File: src/rtl/nios_led_cpu_oci_dct_packer.sv
// nios_led_cpu_oci_dct_packer
//
// Debug-trace capture stage for the OCI test bench. It packs 3-bit trace codes
// into a 10-slot, 30-bit buffer and exposes the live buffer on dct_buffer and
// dct_count. Full or partial buffers move into a frame holding register that is
// handed downstream over a valid/ready handshake. It also runs the end-of-test
// sequence RUN -> FLUSH -> DRAIN -> ENDED.
//
// Ports:
//   clk, reset_n       clock, asynchronous active-low reset
//   trc_valid/_code    trace code offered; trc_ready accepts it
//   stop_req           end-of-test request (level or pulse)
//   dct_buffer/_count  live packing buffer (newest code in [2:0]) and slot count
//   frame_valid/_data/_count/_ready  downstream frame handshake
//   test_ending        sticky; set on entering FLUSH
//   test_has_ended     sticky; set on entering ENDED
//   stall_cnt          cycles with trc_valid && !trc_ready (saturating)
//
// Optional feature: define DCT_STALL_COUNTER_EN to build the stall counter.
// Without it stall_cnt is tied to zero.

module nios_led_cpu_oci_dct_packer #(
  parameter int unsigned SLOT_W = 3,
  parameter int unsigned SLOTS  = 10,
  parameter int unsigned CNT_W  = 4
) (
  input  logic                      clk,
  input  logic                      reset_n,
  input  logic                      trc_valid,
  input  logic [SLOT_W-1:0]         trc_code,
  output logic                      trc_ready,
  input  logic                      stop_req,
  output logic [SLOT_W*SLOTS-1:0]   dct_buffer,
  output logic [CNT_W-1:0]          dct_count,
  output logic                      frame_valid,
  output logic [SLOT_W*SLOTS-1:0]   frame_data,
  output logic [CNT_W-1:0]          frame_count,
  input  logic                      frame_ready,
  output logic                      test_ending,
  output logic                      test_has_ended,
  output logic [15:0]               stall_cnt
);

  localparam int unsigned BufW = SLOT_W * SLOTS;

  typedef enum logic [1:0] {StRun, StFlush, StDrain, StEnded} state_e;

  state_e                r_state;
  state_e                w_state_next;
  logic [BufW-1:0]       r_buf;
  logic [CNT_W-1:0]      r_cnt;
  logic                  r_fvalid;
  logic [BufW-1:0]       r_fdata;
  logic [CNT_W-1:0]      r_fcount;
  logic                  r_ending;
  logic                  r_ended;

  logic                  w_full;
  logic                  w_accept;
  logic                  w_flush_xfer;
  logic                  w_transfer;

  always_comb begin
    w_full       = (r_cnt == CNT_W'(SLOTS));
    // Depends only on registered state, so no path from frame_ready.
    trc_ready    = (r_state == StRun) && (!w_full || !r_fvalid);
    w_accept     = trc_valid && trc_ready;
    w_flush_xfer = (r_state == StFlush) && (r_cnt != '0) && !r_fvalid;
    w_transfer   = (w_full && !r_fvalid) || w_flush_xfer;
  end

  always_comb begin
    w_state_next = r_state;
    unique case (r_state)
      StRun:   if (stop_req) w_state_next = StFlush;
      StFlush: if ((r_cnt == '0) || w_flush_xfer) w_state_next = StDrain;
      StDrain: if (!r_fvalid) w_state_next = StEnded;
      StEnded: w_state_next = StEnded;
      default: w_state_next = StRun;
    endcase
  end

  always_ff @(posedge clk or negedge reset_n) begin
    if (!reset_n) begin
      r_state  <= StRun;
      r_buf    <= '0;
      r_cnt    <= '0;
      r_fvalid <= 1'b0;
      r_fdata  <= '0;
      r_fcount <= '0;
      r_ending <= 1'b0;
      r_ended  <= 1'b0;
    end else begin
      r_state <= w_state_next;

      if (w_transfer) begin
        r_fdata  <= r_buf;
        r_fcount <= r_cnt;
        // A same-cycle accept lands in the freshly cleared buffer.
        if (w_accept) begin
          r_buf <= {{(BufW-SLOT_W){1'b0}}, trc_code};
          r_cnt <= CNT_W'(1);
        end else begin
          r_buf <= '0;
          r_cnt <= '0;
        end
      end else if (w_accept) begin
        r_buf <= {r_buf[BufW-SLOT_W-1:0], trc_code};
        r_cnt <= r_cnt + CNT_W'(1);
      end

      // A new transfer overrides a consume in the same cycle.
      if (w_transfer) begin
        r_fvalid <= 1'b1;
      end else if (r_fvalid && frame_ready) begin
        r_fvalid <= 1'b0;
      end

      if ((r_state == StRun) && (w_state_next == StFlush)) r_ending <= 1'b1;
      if ((r_state != StEnded) && (w_state_next == StEnded)) r_ended <= 1'b1;
    end
  end

`ifdef DCT_STALL_COUNTER_EN
  logic [15:0] r_stall;

  always_ff @(posedge clk or negedge reset_n) begin
    if (!reset_n) begin
      r_stall <= '0;
    end else if (trc_valid && !trc_ready && (r_stall != 16'hFFFF)) begin
      r_stall <= r_stall + 16'd1;
    end
  end

  assign stall_cnt = r_stall;
`else
  assign stall_cnt = '0;
`endif

  assign dct_buffer     = r_buf;
  assign dct_count      = r_cnt;
  assign frame_valid    = r_fvalid;
  assign frame_data     = r_fdata;
  assign frame_count    = r_fcount;
  assign test_ending    = r_ending;
  assign test_has_ended = r_ended;

endmodule

File: config.mk
export PLATFORM = sky130hd
export DESIGN_NAME = nios_led_cpu_oci_dct_packer
export DESIGN_NICKNAME = d
export VERILOG_FILES = /design/src/rtl/nios_led_cpu_oci_dct_packer.sv
export SDC_FILE = /design/constraint.sdc
export NUM_CORES = 1
export LEC_CHECK = 0
export CAP_MARGIN = 40
export CELL_PAD_IN_SITES_DETAIL_PLACEMENT = 1
export CELL_PAD_IN_SITES_GLOBAL_PLACEMENT = 1
export CORE_MARGIN = 2
export CORE_UTILIZATION = 37
export DETAILED_ROUTE_END_ITERATION = 8
export HOLD_SLACK_MARGIN = 0.15
export PLACE_DENSITY = 0.78
export SLEW_MARGIN = 25
export SYNTH_ARGS = -nofsm -noshare
export SYNTH_HDL_FRONTEND = slang
export SYNTH_SLANG_ARGS = --single-unit
File: constraint.sdc
create_clock -name clk -period 2 [get_ports clk]
set_input_delay 0.4 -clock clk [delete_from_list [all_inputs] [get_ports clk]]
set_output_delay 0.4 -clock clk [all_outputs]
set_load 0.05 [all_outputs]
==> results.md <==
- Outcome: finished clean
- R2R cell count: 7
- Clk_skew: slightly above 0.009 ns
- DR vias/cell: 4.80
- Worst slew margin: a little over three fifths
- Initial Util: 37.8%
- All-Layer GR Usage: 16.0%
- Filler instances: between 900 and 1000
- Post-synth top area cell: dfrtp_1
- Cell Count, Final, Fillers Out: 469
- Via count: 2249
- Fmax achieved: 514 MHz
- Maxcap violations: 0
- Synth top area share: 56.0%
- Critical setup path kind: reg -> out
- TritonRoute pass-1 iters: 4
- TritonCTS clock tree: yes
- Post-DR wirelength/cell: 16.0 µm
- Synth-to-Final Area Change: 32.1%
- Final worst-path cycle share: 97.3%
- Synth Flop Type: dfrtp_1
- List of most frequent post-synthesis cells: 73 x dfrtp_1, 65 x nand2_1, 32 x mux2_4, 29 x a21oi_1, 17 x buf_4
- Most frequent cell after synthesis: dfrtp_1
- Depth of the worst hold-timing path: 1
- Post-route minimum period: between 1.5 and 2 ns
- Antenna diode count: 0
- DP Cell Count: 450
- CTS root buffer: clkbuf_8
- Cell Chain, Critical Path: clkdlybuf4s50_1
- Top delay family on crit path: buffers and inverters
- # port buffers: 79
- H-tree depth: 3
- Sequential share of the synthesized area: 56.0%
- Worst-Margin Slew: ~0.56 ns
- Post-Route WL: 7510 µm
- CP bufs+invs: 1
- RSZ-0062 raised after global routing: no
- Startpoint types: flip-flop
- Die Span X: ~100 µm
- Clock sink count: 73
- Post-DRT Antenna Nets: 0
- Crit. End Element: output pin
- Setup TNS: 0 ns
- Sequential cell area: roughly 1800 µm²
- Levels on crit path: 1
- Final Worst Setup Slack: 0.0536 ns
- Setup WS pre-CTS: 0.0105 ns
- Antenna violations before repair: 0
- Core area: 8640 µm²
- Synthesized area: 3260 µm²
- Iter 0 DRT Violations: 46
- Worst path max stage delay: 0.82 ns
- Peak VDD IR: 0.364 mV
- GPL Wtd Cong: ~0.71
- Multi-input gate area: 1200 µm²
- Min-delay worst type: reg -> reg
- Syn Inst Count: 271
- Final HPWL from detailed placement: between 5000 and 6000 µm
- Slew Viols, Final: 0
- Fin util: 49.9%
- First-pass GRT wire length: between 10000 and 15000 µm
- Grt ovf: 0
- Synth warn: 0
- Worst-path clk slew: 0.07 ns
- Slowest CP cell: clkdlybuf4s50_1
- Site Rows: 34
- Final setup fails: 0
- TritonCTS Buffers: 9
- PwrDens: 637 nW/µm²
- Vias in the first global route: 2308
- Die height: 97.9 µm
- Final hold vios: 0
- Ranking of synthesized cells by area: dfrtp_1 56%, mux2_4 15%, nand2_1 7.5%
- Synth unique cells: 29
- Yosys reg bits: 73
- Post-synthesis average cell area: about 12 µm²
- Pin count of the biggest net entering global routing: 40
- Layout cells sized above 1: 21.3%
- Power Total: 2.74 mW
- Later-pin clock latency in the skew report: around 0.34 ns
- I/O pins: between 90 and 100
- Asr flop ratio synth: 100%
- Drt drc: 0
- CP required: 1.60 ns
- Clock tree buffer depth: 2
- Die ar.: 9580 µm²
- Nets: 367
- Leak: ~2.3 nW
- Crit-path max FO: 2
- EDFF count, synth: 0
- Arrival @ worst endpoint: ~1.6 ns
## worst paths after layout
check / startpoint / endpoint / slack [ns]
min in group asynchronous: reset_n / frame_data[4] / 0.55
worst max-delay path: frame_data[3] / frame_data[3] / 0.05
max in group asynchronous: reset_n / dct_buffer[14] / 0.86
worst min register to register: test_has_ended / test_has_ended / 0.46
worst min-delay path: test_has_ended / test_has_ended / 0.46
worst max register to register: dct_count[0] / frame_data[3] / 0.16
## per-stage QoR
stage / hold WS (ns) / cell area [µm²]
final: 0.462 / 4310
after global routing: 0.486 / 4310
after CTS: 0.465 / 4240
after detailed placement: 0.394 / 4050
after global placement: 0.391 / 4050
after floorplan: 0.104 / 3320
## logic make-up (layout without fill, tap and decap cells)
kind of cell | Yosys count | after routing | synth area share [%]
simple gates | 78 | 78 | 9.75
flops | 73 | 73 | 56.0
compound gates | 44 | 44 | 7.56
buf+inv | 36 | 111 | 9.44
mux | 34 | 34 | 15.4
fa+ha+maj | 3 | 3 | 1.15
xor+xnor | 2 | 2 | 0.537
other cells | 1 | 16 | 0.115
## report_power, final
group | leakage [nW] | switching, mW | internal [mW]
combinational | 1.20 | 0.103 | 0.0203
sequential | 0.998 | 0.000761 | 1.48
clock | 0.0974 | 0.534 | 0.609
total | 2.29 | 0.639 | 2.11
## per-layer routing
metal / up-vias / global-route usage (%) / part of all wire (%) / wire [µm]
li1: 1027 / - / - / -
met1: 1137 / 20.8 / 46 / 3430
met2: 69 / 25.4 / 48 / 3580
met3: 16 / 4.44 / 4.3 / 325
met4: 0 / 6.20 / 2.4 / 180
met5: - / 0 / 0 / 0
## layout make-up
cell class                 count  area share, %
sequential                    73           42.5
multi-input combinational    177           28.0
timing repair buffer          90           21.6
clock buffer                  13           3.46
tap                          108           3.14
clock inverter                 3          0.929
inverter                       5          0.436
## state kept, by name, summed over array words and instances, names as in the netlist
signal          count
dct_count           4
frame_count         4
frame_data         30
test_ending         1
dct_buffer         30
frame_valid         1
test_has_ended      1
r_state             2
## cell usage in the layout (no fill, tap or decap), types with 2 or more instances in the layout
cell and count:
dlygate4sd2_1 8, o21ai_0 5, inv_1 4, buf_4 17, mux2_2 2, a21oi_2 2, clkinv_2 2, buf_12 4
nand2_1 65, conb_1 16, mux2_4 32, dlymetal6s2s_1 17, dfrtp_2 2, ha_1 2, clkbuf_8 10, clkbuf_1 3
dfrtp_1 71, a21oi_1 29, clkdlybuf4s50_1 43, a21o_1 4, nor2_1 5
## what timing repair did
action                                  4_1_cts  5_1_grt
gates resized for setup                      10       20
hold buffers                                  1        0
endpoints found under the setup margin        9       18
pin swaps                                     0        1
buffers inserted                              1        1
hold endpoints to repair                     34        0
Power figures use the tool's default switching activity.
